$ cat config.mk
export PLATFORM = sky130hd
export DESIGN_NAME = regfile_read_arbiter
export DESIGN_NICKNAME = d
export VERILOG_FILES = /design/src/rtl/regfile_read_arbiter.sv
export SDC_FILE = /design/constraint.sdc
export NUM_CORES = 1
export LEC_CHECK = 0
export BUFFER_PORTS_ARGS = -buffer_cell sky130_fd_sc_hd__buf_2
export CAP_MARGIN = 20
export CORE_AREA = 2 2 64 81
export DETAILED_ROUTE_END_ITERATION = 8
export DIE_AREA = 0 0 66 83
export GPL_TIMING_DRIVEN = 1
export HOLD_SLACK_MARGIN = 0.03
export PLACE_DENSITY = 0.76
export SLEW_MARGIN = 10
export SYNTH_ARGS = -nofsm -noshare
export SYNTH_HDL_FRONTEND = slang
export SYNTH_SLANG_ARGS = --single-unit
$ cat constraint.sdc
create_clock -name clock -period 1.6 [get_ports clock]
set_input_delay 0.24 -clock clock [delete_from_list [all_inputs] [get_ports clock]]
set_output_delay 0.24 -clock clock [all_outputs]
set_load 0.05 [all_outputs]
$ cat src/rtl/regfile_read_arbiter.sv
`default_nettype none
// ============================================================================
//  Module   : regfile_read_arbiter
//  Purpose  : Round-robin arbiter that shares one 32x32 register-file read
//             mux among NREQ requesters and returns ID-tagged read data.
//  Options  : ARB_LOCK_EN  - let a requester hold the grant for up to
//                            LOCK_MAX consecutive reads.
//  Revision : 1.0  initial release
// ============================================================================
module regfile_read_arbiter #(
    parameter int NREQ     = 4,
    parameter int IDW      = 2,
    parameter int LOCK_MAX = 8
) (
    input  logic              clock,
    input  logic              reset,
    input  logic [NREQ-1:0]   req,
    input  logic [5*NREQ-1:0] addr,
    input  logic [NREQ-1:0]   lock,
    output logic [NREQ-1:0]   gnt,
    output logic [4:0]        mux_sel,
    input  logic [31:0]       mux_data,
    output logic [31:0]       rdata,
    output logic              rvalid,
    output logic [IDW-1:0]    rid
);

    localparam logic [IDW-1:0] c_ptr_rst = IDW'(NREQ - 1);

    logic [NREQ-1:0] r_gnt;
    logic [4:0]      r_mux_sel;
    logic [31:0]     r_rdata;
    logic            r_rvalid;
    logic [IDW-1:0]  r_rid;
    logic [IDW-1:0]  r_ptr;
    logic            r_pend;
    logic [IDW-1:0]  r_pend_id;

    logic            w_rr_found;
    logic [IDW-1:0]  w_rr_win;
    logic            w_found;
    logic [IDW-1:0]  w_win;

    // Requester index k positions after ptr, wrapping at NREQ (need not be a power of two).
    function automatic logic [IDW-1:0] rr_index(input logic [IDW-1:0] ptr, input int k);
        int s;
        s = int'(ptr) + k;
        if (s >= NREQ) begin
            s = s - NREQ;
        end
        return IDW'(s);
    endfunction

    always_comb begin
        w_rr_found = 1'b0;
        w_rr_win   = '0;
        for (int k = 1; k <= NREQ; k++) begin
            if (!w_rr_found && req[rr_index(r_ptr, k)]) begin
                w_rr_found = 1'b1;
                w_rr_win   = rr_index(r_ptr, k);
            end
        end
    end

`ifdef ARB_LOCK_EN
    localparam int CW = $clog2(LOCK_MAX + 1);

    logic [CW-1:0] r_lock_cnt;
    logic          w_lock_hold;

    // Only a grant issued on the immediately preceding edge can be extended.
    assign w_lock_hold = r_pend && req[r_ptr] && lock[r_ptr]
                         && (int'(r_lock_cnt) < LOCK_MAX - 1);
    assign w_found     = w_lock_hold || w_rr_found;
    assign w_win       = w_lock_hold ? r_ptr : w_rr_win;

    always_ff @(posedge clock) begin
        if (reset) begin
            r_lock_cnt <= '0;
        end else if (w_lock_hold) begin
            r_lock_cnt <= r_lock_cnt + CW'(1);
        end else begin
            r_lock_cnt <= '0;
        end
    end
`else
    logic w_unused_lock;

    assign w_unused_lock = ^lock;
    assign w_found       = w_rr_found;
    assign w_win         = w_rr_win;
`endif

    always_ff @(posedge clock) begin
        if (reset) begin
            r_gnt     <= '0;
            r_mux_sel <= '0;
            r_rdata   <= '0;
            r_rvalid  <= 1'b0;
            r_rid     <= '0;
            r_ptr     <= c_ptr_rst;
            r_pend    <= 1'b0;
            r_pend_id <= '0;
        end else begin
            // Grant stage
            if (w_found) begin
                r_gnt     <= NREQ'(1) << w_win;
                r_mux_sel <= addr[5*int'(w_win) +: 5];
                r_ptr     <= w_win;
                r_pend    <= 1'b1;
                r_pend_id <= w_win;
            end else begin
                r_gnt     <= '0;
                r_pend    <= 1'b0;
            end
            // Data stage: mux_data reflects the select registered on the previous edge
            r_rvalid <= r_pend;
            if (r_pend) begin
                r_rdata <= mux_data;
                r_rid   <= r_pend_id;
            end
        end
    end

    assign gnt     = r_gnt;
    assign mux_sel = r_mux_sel;
    assign rdata   = r_rdata;
    assign rvalid  = r_rvalid;
    assign rid     = r_rid;

endmodule
`default_nettype wire
# Yosys cells after proc, flatten, opt, wreduce, memory -nomap -nowiden
# Cells that the tools add are included.
[word_totals] ff_bits=49 latch_bits=0 ramBits=0 romBits=0 wordCells=56 n_memories=0
[op_classes] add_sub_neg=8 mul=1 n_div=0 magnitude_cmp=8 n_eq_ne=0 shifts=2 n_mux=21 n_bitwise=1 reduce_logical=7
[op_table] op="$shiftx A20 B6 Y5" count=1
[op_table] op="$mux W2" count=8
[op_table] op="$lt A2 B3 Y1 const B" count=4
[op_table] op="$ge A3 B3 Y1 const B" count=3
[op_table] op="$mux W1" count=9
[op_table] op="$bmux W1 S2" count=4
[op_table] op="$sub A2 B1 Y2 const B" count=4
[op_table] op="$add A2 B2 Y3 const B" count=2
[op_table] op="$mul A3 B2 Y5 const A" count=1
[op_table] op="$add A2 B3 Y4 const B" count=1
[op_table] op="$ge A4 B3 Y1 const B" count=1
[op_table] op="$shl A1 B2 Y4 const A" count=1
[op_table] op="$add A2 B1 Y3 const B" count=1
[op_table] op="$logic_and A1 B1 Y1" count=3
[op_table] op="$logic_not A1 Y1" count=3
[op_table] op="$reduce_or A2 Y1" count=1
[op_table] op="$not A1 Y1" count=1

# Longest topological paths before layout
# Gate-level depths: netlist of the first run.
[depth] depth_word=17 ltp_mapped=6

# Least setup slack after synthesis of the first run
# No wires, ideal clock.
[synth_timing] path_kind="reg2reg" from="reg r_ptr[1]" to="reg r_mux_sel[0] (netlist: mux_sel[0])" setup_ns=0.125 t_arrival_ns=1.297 setup_slack_ns=0.178 path_stages_with_launch=7 n_path_buf=1 cell_sequence="dfxtp_1 -> buf_4 -> mux2i_4 -> o2bb2ai_4 -> nor2_8 -> mux2i_1 -> o211ai_2"
[synth_between] elab_chain_cells=17 elab_cells_between_ends=40 cone_classes="8 x add/sub; 1 x mul; 4 x order compare; 1 x shift; 20 x mux; 6 x reduce/logical"
[synth_lines] element="from (decl)" line_no="35" rtl="logic [IDW-1:0] r_ptr;"
[synth_lines] element="from (signal assigned)" line_no="101" rtl="r_ptr <= c_ptr_rst;"
[synth_lines] element="from (signal assigned)" line_no="109" rtl="r_ptr <= w_win;"
[synth_lines] element="$add A2 B1 Y3" line_no="47" rtl="s = int'(ptr) + k;"
[synth_lines] element="$ge A3 B3 Y1 / $sub A2 B1 Y2 (equally long branches)" line_no="48, 49"
[synth_lines] element="$mux W2" line_no="48" rtl="if (s >= NREQ) begin"
[synth_lines] element="$bmux W1 S2" line_no="58" rtl="if (!w_rr_found && req[rr_index(r_ptr, k)]) begin"
[synth_lines] element="$mux W1 (not written as such)" line_no="58"
[synth_lines] element="$mux W1" line_no="58"
[synth_lines] element="$logic_not A1 Y1" line_no="58"
[synth_lines] element="$logic_and A1 B1 Y1" line_no="58"
[synth_lines] element="$mux W1" line_no="58"
[synth_lines] element="$logic_not A1 Y1" line_no="58"
[synth_lines] element="$logic_and A1 B1 Y1" line_no="58"
[synth_lines] element="$mux W1" line_no="58"
[synth_lines] element="$logic_not A1 Y1" line_no="58"
[synth_lines] element="$logic_and A1 B1 Y1" line_no="58"
[synth_lines] element="$mux W2" line_no="58"
[synth_lines] element="$mul A3 B2 Y5" line_no="108" rtl="r_mux_sel <= addr[5*int'(w_win) +: 5];"
[synth_lines] element="$shiftx A20 B6 Y5" line_no="108"
[synth_lines] element="to (signal assigned)" line_no="108"
[synth_lines] element="to (decl)" line_no="31" rtl="logic [4:0] r_mux_sel;"
# Parallel ways exist; a longest one is shown, timed or not. The select of a mux whose other input is x is not followed.
# A chain may end at the register's enable or synchronous reset.

# Worst setup path after layout of the first run
[layout_timing] from="reg r_ptr[1]" to="reg r_mux_sel[2] (netlist: mux_sel[2])"
# Same word-level chain as after synthesis.

==> results of run 1 <==
-- registers in the layout, indices dropped and copies added (netlist names) --
signal and cells:
r_pend_id 2, r_ptr 2, rvalid 1, rid 2
gnt 4, r_pend 1, mux_sel 5, rdata 32
-- cell families (layout without fill, tap and decap cells) --
kind of cell	after synthesis	in the layout	synth area share [%]
simple gates	63	63	15.8
flops	49	49	48.8
mux	40	40	20.5
compound gates	26	26	12.8
buf+inv	9	117	2.12
-- worst paths after layout --
check | from | end | slack [ns] | depth (start not counted)
worst min register to register | r_pend_id[0]$_SDFFE_PP0P_ | r_pend_id[0]$_SDFFE_PP0P_ | 0.47 | 2
worst max-delay path | r_ptr[1]$_SDFFE_PP1P_ | mux_sel[2]$_SDFFE_PP0P_ | 0.10 | 5
worst max register to register | r_ptr[1]$_SDFFE_PP1P_ | mux_sel[2]$_SDFFE_PP0P_ | 0.10 | 5
worst min-delay path | reset | r_pend$_SDFF_PP0_ | 0.17 | 2
-- layout make-up --
cell class,instances,area share (%)
Tap cell,60,2.75
Multi-Input combinational cell,129,36.2
Clock inverter,1,1.10
Sequential cell,49,36.1
Clock buffer,7,3.17
Timing Repair Buffer,109,20.7
-- per-layer routing --
metal | up-vias | share of wire [%]
met5 | - | 0
met4 | 0 | 2.2
met3 | 9 | 5.3
met2 | 52 | 51
met1 | 774 | 42
li1 | 855 | -
-- Yosys cell counts, drive strengths merged (2+ instances only) --
master / number
nor2b: 3
clkbuf: 3
dfxtp: 49
o21ai: 5
mux2i: 40
nand3: 5
and2: 3
a21bo: 5
o211ai: 5
nand2b: 2
buf: 6
nand2: 8
a21oi: 3
nor2: 40
-- layout by cell type, fill, tap and decap left out, drive strengths merged --
cell     netlist  final
a211o          1      1
a21bo          5      5
a21boi         1      1
a21o           1      1
a21oi          3      3
a2bb2oi        1      1
a31oi          1      1
and2           3      3
buf            6    109
bufinv         0      1
clkbuf         3      7
dfxtp         49     49
mux2i         40     40
nand2          8      8
nand2b         2      2
nand3          5      5
nand3b         1      1
nor2          40     40
nor2b          3      3
nor4           1      1
o211ai         5      5
o21ai          5      5
o21ba          1      1
o21bai         1      1
o2bb2ai        1      1
-- report_power, final --
group	leakage (µW)	switching, µW	internal [µW]
Combinational	0.000938	501	265
Clock	0.0000585	385	510
Sequential	0.000405	49.5	1310
Total	0.00140	936	2090
-- per-stage QoR --
step / cell area (µm²) / power (µW)
3_5_place_dp: 2610 / 2160
5_1_grt: 2730 / 3160
3_3_place_gp: 2610 / 2150
4_1_cts: 2730 / 3050
6_report: 2730 / 3020
2_1_floorplan: 2010 / 1940
-- repair_timing --
action                     4_1_cts  5_1_grt
hold buffers                     0        0
setup endpoints to repair        1        0
resized for setup                1        0
==> flow_metrics.py, run 1 <==
metrics = {
    "outcome": {
        "status": "finished clean",
    },
    "die": {
        "start_util_pct": 42.8,
        "die_x_um": 66,
        "die_area_mm2": 0.00548,
        "die_y_um": 83,
        "ios": 106,
        "core_mm2": 0.00469,
        "num_rows": 28,
    },
    "timing": {
        "worstMarginPinSlew_ns": 0.413,
        "skew_ns": 0.00784,
        "hold-worst-slack_ns": 0.171,
        "max_freq_ghz": 0.669,
        "layout_min_cycle_time_ns": 1.50,
        "hold_viol": 0,
        "slew_headroom_pct": 72.4,
        "report.final.slew_viol_count": 0,
        "rsz0062_at_grt": "no",
        "worst_slack_ns": 0.104,
        "finalCritPeriodShare_pct": 93.5,
        "finalSetupTns_ns": 0,
        "setup_violations": 0,
    },
    "hold_path": {
        "hp-class": "input pin to flip-flop",
    },
    "power_and_ir_drop": {
        "power_density_mw_per_mm2": 1110,
        "vdd.ir_drop.worst_v": 0.000479,
        "cellLeakagePower_uw": 0.00140,
    },
    "yosys": {
        "yosys_register_bits": 49,
        "synth_cell_type_count": 33,
        "syn_area_mm2": 0.00201,
        "synth_top_cell_by_area": "dfxtp_1",
        "ys_seq_area_share_pct": 48.8,
        "async_flop_share_pct": 0,
        "syn_nets": 249,
        "synth.top_cell.area_share_pct": 48.8,
        "yosysWarnings": 0,
        "synth.area.top_cells": "dfxtp_1, mux2i_1, nor2_1",
        "syn_area_per_cell_um2": 10.7,
        "syn_inst": 187,
        "synth-edff-count": 0,
        "yosys_most_used_dff": "dfxtp_1",
    },
    "final_layout": {
        "regArea_um2": 983,
        "drive_gt1_share_pct": 46.1,
        "syn_to_final_growth_pct": 35.7,
        "fin_util_pct": 58.1,
        "nFillCells": 440,
        "multi_input_area_um2": 986,
        "nets": 356,
        "num_antenna_cells": 0,
        "instances_no_fill": 355,
    },
    "routing": {
        "drc_errors": 0,
        "routedWlPerCell_um": 12.4,
        "antenna_left": 0,
        "via_count": 1690,
        "vias_per_cell": 4.76,
        "drtIter0Drc": 24,
        "dr.pass1.iters": 4,
        "wl_um": 4420,
    },
    "setup_path": {
        "cp_cell_sequence": "mux2i_4 -> o2bb2ai_4 -> nor2_8 -> mux2i_1 -> o211ai_2",
        "crit_slowest_cell": "dfxtp_2",
        "cp_top_family": "multiplexers",
        "worstPathMaxFanout": 8,
        "startpoint_type": "flip-flop",
        "critPathMaxStageDelay_ns": 0.42,
        "crit_type": "flip-flop to flip-flop",
        "required_ns": 1.79,
        "cp.arrival_ns": 1.68,
        "cp-end-kind": "flip-flop",
        "critPathBufInv": 0,
    },
    "grt": {
        "grt_pass1_vias": 1660,
        "grt_pass1_wl_um": 7100,
        "grt_util_met2_pct": 28.8,
        "antenna_found_initial": 0,
        "grt_util_met3_pct": 4.61,
        "grtUsageMet1_pct": 17.9,
        "grt-busiest-layer": "met2",
        "grt-ovfl-total": 0,
        "grt_usage_pct": 16.3,
        "grt_max_degree": 24,
    },
    "clock_network": {
        "postCtsSetupBuffers": 0,
        "cts_buffers": 5,
        "cts-root-buf": "clkbuf_8",
        "ctsHtreeMaxLevel": 2,
        "cts_tree": "yes",
        "cts.sinks": 49,
        "clk_pin_slew_ns": 0.09,
        "clock_path_buffers": 2,
        "clkLatencyLatePin_ns": 0.29,
    },
    "placed_design": {
        "io_buffer_count": 101,
        "dp_slack_ns": -0.0193,
        "hpwl_um": 3410,
        "dp.cells": 347,
        "place_congestion": 0.774,
    },
    "job": {
        "max_cap_viol_count": 0,
    },
}
Note: power is estimated with default switching activity, not from simulation.
==> inputs of run 2 (changes only) <==
--- a/config.mk
+++ b/config.mk
@@ -7,12 +7,13 @@
 export LEC_CHECK = 0
 export BUFFER_PORTS_ARGS = -buffer_cell sky130_fd_sc_hd__buf_2
 export CAP_MARGIN = 20
-export CORE_AREA = 2 2 64 81
+export CORE_AREA = 10 10 72 89
 export DETAILED_ROUTE_END_ITERATION = 8
-export DIE_AREA = 0 0 66 83
+export DIE_AREA = 0 0 82 99
 export GPL_TIMING_DRIVEN = 1
 export HOLD_SLACK_MARGIN = 0.03
 export PLACE_DENSITY = 0.76
+export REMOVE_ABC_BUFFERS = 1
 export SLEW_MARGIN = 10
 export SYNTH_ARGS = -nofsm -noshare
 export SYNTH_HDL_FRONTEND = slang
==> run 2 against run 1 <==
Largest power group unchanged. Cell area down 0.50%. Sequential power barely moved. Non-clock buffer count shrank 3. Register-to-register slack barely moved. Global-route usage down 4.1 points. Die area up 48%. Worst setup slack improved by 0.010 ns. Fmax up 0.69%. Sequential share of layout area grew 0.18 points. Total power down 2.4%. Combinational power is essentially flat.
==> flow_metrics.py, run 2 (synthesized netlist as in run 1, its figures left out) <==
metrics = {
    "die": {
        "die_y_um": 99,
        "start_util_pct": 42.8,
        "core_mm2": 0.00469,
        "num_rows": 28,
        "ios": 106,
        "die_area_mm2": 0.00812,
        "die_x_um": 82,
    },
    "grt": {
        "grtUsageMet1_pct": 13.3,
        "grt_util_met3_pct": 6.64,
        "antenna_found_initial": 0,
        "grt_pass1_vias": 1782,
        "grt_max_degree": 36,
        "grt_util_met2_pct": 19.8,
        "grt-ovfl-total": 0,
        "grt_usage_pct": 12.2,
        "grt-busiest-layer": "met2",
        "grt_pass1_wl_um": 8020,
    },
    "timing": {
        "rsz0062_at_grt": "no",
        "setup_violations": 0,
        "max_freq_ghz": 0.673,
        "worst_slack_ns": 0.114,
        "report.final.slew_viol_count": 0,
        "hold_viol": 0,
        "finalCritPeriodShare_pct": 92.8,
        "worstMarginPinSlew_ns": 0.405,
        "skew_ns": 0.00701,
        "slew_headroom_pct": 72.9,
        "layout_min_cycle_time_ns": 1.49,
    },
    "setup_path": {
        "r2r_cells": 6,
        "crit_type": "flip-flop to flip-flop",
        "timing.rr.start": "r_ptr[1]$_SDFFE_PP1P_",
        "required_ns": 1.83,
        "cp.arrival_ns": 1.71,
        "regToRegEndpoint": "mux_sel[2]$_SDFFE_PP0P_",
        "cp-end-kind": "flip-flop",
        "ff2ff_setup_slack_ns": 0.11,
        "startpoint_type": "flip-flop",
        "worstPathMaxFanout": 7,
    },
    "power_and_ir_drop": {
        "power_density_mw_per_mm2": 1090,
        "total_power_uw": 2950,
        "cellLeakagePower_uw": 0.00139,
        "vdd.ir_drop.worst_v": 0.000525,
    },
    "clock_network": {
        "cts_buffers": 5,
        "clk_pin_slew_ns": 0.08,
        "postCtsSetupBuffers": 0,
        "clkLatencyLatePin_ns": 0.29,
        "clock_path_buffers": 2,
        "cts.sinks": 49,
        "post_cts_resized": 0,
        "cts_tree": "yes",
        "holdBufCountCts": 0,
        "cts-root-buf": "clkbuf_8",
        "ctsHtreeMaxLevel": 2,
    },
    "final_layout": {
        "num_antenna_cells": 0,
        "drive_gt1_share_pct": 45.7,
        "syn_to_final_growth_pct": 35.0,
        "nFillCells": 457,
        "most-common-layout-cells": "buf_2, dfxtp_1, mux2i_1",
        "largest_reg_flops": 32,
        "nets": 353,
        "mostFrequentLayoutCell": "buf_2",
    },
    "hold_path": {
        "hp-class": "input pin to flip-flop",
        "whs_endpoint": "rdata[7]$_SDFFE_PP0P_",
        "whs_path_depth": 3,
        "worstHoldStart": "mux_data[7]",
    },
    "routing": {
        "routedWlPerCell_um": 14.2,
        "wl_um": 4990,
        "vias_per_cell": 4.71,
        "antenna_left": 0,
        "drc_errors": 0,
        "via_count": 1652,
        "dr.pass1.iters": 4,
        "drtIter0Drc": 45,
    },
    "placed_design": {
        "place_congestion": 0.788,
        "hpwl_um": 4020,
        "dp_slack_ns": 0.0391,
        "io_buffer_count": 101,
    },
    "job": {
        "max_cap_viol_count": 0,
    },
    "outcome": {
        "status": "finished clean",
    },
}
[run 2: critical path, cell delays in order, from the launching register on]
cell and delay (ns):
dfxtp_2 0.35, buf_4 0.16, nand2b_1 0.17, a31oi_4 0.23, and2_4 0.20, a21bo_1 0.23
o211ai_2 0.07
[run 2: how the worst max path moves through the flow]
stage | start | end | cells after the start
floorplan | r_pend$_SDFF_PP0_ | rdata[0]$_SDFFE_PP0P_ | 2
global placement | r_ptr[1]$_SDFFE_PP1P_ | mux_sel[2]$_SDFFE_PP0P_ | 6
detailed placement | r_ptr[1]$_SDFFE_PP1P_ | mux_sel[2]$_SDFFE_PP0P_ | 6
CTS | r_ptr[1]$_SDFFE_PP1P_ | mux_sel[2]$_SDFFE_PP0P_ | 6
global route | r_ptr[1]$_SDFFE_PP1P_ | mux_sel[3]$_SDFFE_PP0P_ | 6
finish | r_ptr[1]$_SDFFE_PP1P_ | mux_sel[2]$_SDFFE_PP0P_ | 6
[run 2: power breakdown]
part	internal, µW	leakage (µW)	switching (µW)
sequential	1310	0.000405	45.8
clock	454	0.0000540	369
combinational	262	0.000931	507
total	2030	0.00139	922
[run 2: metrics by stage]
step	cell area (µm²)	hold WS (ns)	TNS (ns)	util, %	std cells
2_1_floorplan	1970	0.309	-6.09	-	178
3_3_place_gp	2600	0.444	0	55.4	344
3_5_place_dp	2600	0.445	0	55.4	344
4_1_cts	2700	0.173	0	57.6	351
5_1_grt	2710	0.173	0	57.8	351
6_report	2710	0.182	0	57.8	351
[run 2: metal layers]
metal  wire, µm  part of all wire, %
met5          0                    0
met1       1950                   39
met2       2340                   47
met4         65                  1.3
met3        631                   13
[run 2: cell type report]
type / count / area (µm²) / area share [%]
sequential: 49 / 983 / 36.3
clock buffer: 5 / 68.8 / 2.54
multi-input combinational: 129 / 995 / 36.7
timing repair buffer: 106 / 556 / 20.5
tap: 60 / 75.1 / 2.77
clock inverter: 2 / 35.0 / 1.29
==> inputs of run 3 (changes only) <==
--- a/config.mk
+++ b/config.mk
@@ -7,9 +7,9 @@
 export LEC_CHECK = 0
 export BUFFER_PORTS_ARGS = -buffer_cell sky130_fd_sc_hd__buf_2
 export CAP_MARGIN = 20
-export CORE_AREA = 10 10 72 89
+export CORE_AREA = 2 2 64 81
 export DETAILED_ROUTE_END_ITERATION = 8
-export DIE_AREA = 0 0 82 99
+export DIE_AREA = 0 0 66 83
 export GPL_TIMING_DRIVEN = 1
 export HOLD_SLACK_MARGIN = 0.03
 export PLACE_DENSITY = 0.76
==> constraint.sdc (replaced) <==
create_clock -name clock -period 1.7 [get_ports clock]
set_input_delay 0.255 -clock clock [delete_from_list [all_inputs] [get_ports clock]]
set_output_delay 0.255 -clock clock [all_outputs]
set_load 0.05 [all_outputs]
==> run 3 against run 2 <==
Worst setup slack better by 0.098 ns. Sequential share of layout area is 0.084 points higher. Global-route usage is 4.0 points higher. Non-clock buffer count is 2 higher. Clock-buffer cell count stayed put. Final cell count is 0.57% higher. Sequential power is 6% lower. Via count hardly changed. Fmax is 0.14% lower. Cell area is 0.23% lower. Critical path type unchanged. Largest cell class unchanged. Highest routed layer unchanged.
==> flow_metrics.py, run 3 (synthesized netlist as in run 1, its figures left out) <==
metrics = {
    "outcome": {
        "status": "finished clean",
    },
    "setup_path": {
        "timing.rr.start": "r_ptr[1]$_SDFFE_PP1P_",
        "ff2ff_setup_slack_ns": 0.21,
        "cp-end-kind": "flip-flop",
        "r2r_cells": 5,
        "startpoint_type": "flip-flop",
        "endpoint": "mux_sel[3]$_SDFFE_PP0P_",
        "crit_type": "flip-flop to flip-flop",
        "cp-startpoint": "r_ptr[1]$_SDFFE_PP1P_",
        "worstPathMaxFanout": 9,
        "cp.arrival_ns": 1.67,
        "required_ns": 1.88,
        "regToRegEndpoint": "mux_sel[3]$_SDFFE_PP0P_",
    },
    "placed_design": {
        "place_congestion": 0.723,
        "io_buffer_count": 101,
        "hpwl_um": 3310,
        "dp_slack_ns": 0.102,
        "dp.cells": 346,
    },
    "clock_network": {
        "cts-root-buf": "clkbuf_8",
        "cts_buffers": 5,
        "postCtsSetupBuffers": 0,
        "cts_tree": "yes",
        "clk_pin_slew_ns": 0.08,
        "clock_path_buffers": 2,
        "cts.sinks": 49,
        "ctsHtreeMaxLevel": 2,
        "clkLatencyLatePin_ns": 0.29,
    },
    "grt": {
        "grt_pass1_wl_um": 7070,
        "grt_max_degree": 25,
        "grt-ovfl-total": 0,
        "antenna_found_initial": 0,
        "grt_usage_pct": 16.2,
        "grt_pass1_vias": 1658,
    },
    "timing": {
        "worst_slack_ns": 0.212,
        "setup_violations": 0,
        "rsz0062_at_grt": "no",
        "layout_min_cycle_time_ns": 1.49,
        "slew_headroom_pct": 68.7,
        "skew_ns": 0.00657,
        "max_freq_ghz": 0.672,
        "hold_viol": 0,
        "finalCritPeriodShare_pct": 87.5,
        "hold-worst-slack_ns": 0.166,
        "report.final.slew_viol_count": 0,
        "finalSetupTns_ns": 0,
        "worstMarginPinSlew_ns": 0.468,
    },
    "die": {
        "ios": 106,
        "die_y_um": 83,
        "die_area_mm2": 0.00548,
        "die_x_um": 66,
        "start_util_pct": 42.8,
        "core_mm2": 0.00469,
        "num_rows": 28,
    },
    "hold_path": {
        "hp-class": "input pin to flip-flop",
    },
    "power_and_ir_drop": {
        "p_sw_share_pct": 30.9,
        "total_power_uw": 2760,
        "power_density_mw_per_mm2": 1020,
        "vdd.ir_drop.worst_v": 0.000478,
        "internal_power_uw": 1910,
        "power_frac_clock_pct": 27.8,
        "comb_power_share_pct": 25.7,
        "seqPwrFrac_pct": 46.4,
        "cellLeakagePower_uw": 0.00139,
        "p_sw_uw": 854,
    },
    "routing": {
        "via_count": 1651,
        "antenna_left": 0,
        "wl_um": 4170,
        "routedWlPerCell_um": 11.8,
        "vias_per_cell": 4.68,
        "drc_errors": 0,
        "dr.pass1.iters": 4,
        "drtIter0Drc": 50,
    },
    "final_layout": {
        "mostFrequentLayoutCell": "buf_2",
        "nFillCells": 434,
        "largest_reg_flops": 32,
        "drive_gt1_share_pct": 46.1,
        "num_antenna_cells": 0,
        "multi_input_area_um2": 986,
        "nets": 355,
        "regArea_um2": 983,
        "most-common-layout-cells": "buf_2, dfxtp_1, mux2i_1",
        "syn_to_final_growth_pct": 34.7,
        "instances_no_fill": 353,
    },
    "job": {
        "max_cap_viol_count": 0,
    },
}
-- run 3: cell types whose count changed in the layout (fill, tap and decap cells not counted), sizes merged --
cell and delta:
buf +2
-- run 3: how the worst min path moves through the flow --
stage,start,end,slack (ns),cells after the start
after floorplan,reset,r_pend_id[0]$_SDFFE_PP0P_,0.32,1
after global routing,reset,r_pend$_SDFF_PP0_,0.17,2
final,reset,r_pend$_SDFF_PP0_,0.17,2
after CTS,reset,r_pend$_SDFF_PP0_,0.15,2
after global placement,mux_sel[4]$_SDFFE_PP0P_,mux_sel[4]$_SDFFE_PP0P_,0.44,2
after detailed placement,mux_sel[0]$_SDFFE_PP0P_,mux_sel[0]$_SDFFE_PP0P_,0.45,2
-- run 3: worst max-delay path: stages (launching register included) --
cell and delay [ns]:
dfxtp_2 0.42, mux2i_4 0.29, o2bb2ai_4 0.14, nor2_8 0.19
mux2i_1 0.24, o211ai_2 0.09
-- run 3: layout make-up --
type | count | area share, %
clock buffers | 5 | 2.54
clock inverters | 2 | 1.29
multi-input cells | 129 | 36.4
flip-flops and latches | 49 | 36.3
well taps | 60 | 2.77
repair buffers | 108 | 20.6
-- run 3: per-stage QoR --
stage	area, µm²	util [%]
final	2710	57.6
after global routing	2710	57.6
after CTS	2710	57.6
after detailed placement	2600	55.4
after global placement	2600	55.4
after floorplan	1970	-
-- run 3: what timing repair did --
| action | CTS | global route |
|---|---|---|
| hold buffers | 0 | 0 |
| endpoints found under the hold margin | 0 | 0 |
| resized for setup | 0 | 1 |
| setup endpoints to repair | 0 | 4 |
-- run 3: per-layer routing --
layer  routed length, µm  GRT usage [%]  vias to the layer above
met4                  33           4.45                        0
met1                1630           16.9                      731
met3                 385           5.15                        5
met2                2130           30.1                       68
li1                    -              -                      847
met5                   0              0                        -
-- run 3: power by group through the flow --
stage / Sequential (µW) / Clock, µW / Combinational (µW)
2_1_floorplan: 1590 / 0 / 226
3_3_place_gp: 1300 / 0 / 707
3_5_place_dp: 1310 / 0 / 719
4_1_cts: 1280 / 804 / 719
5_1_grt: 1290 / 843 / 763
6_report: 1280 / 768 / 710
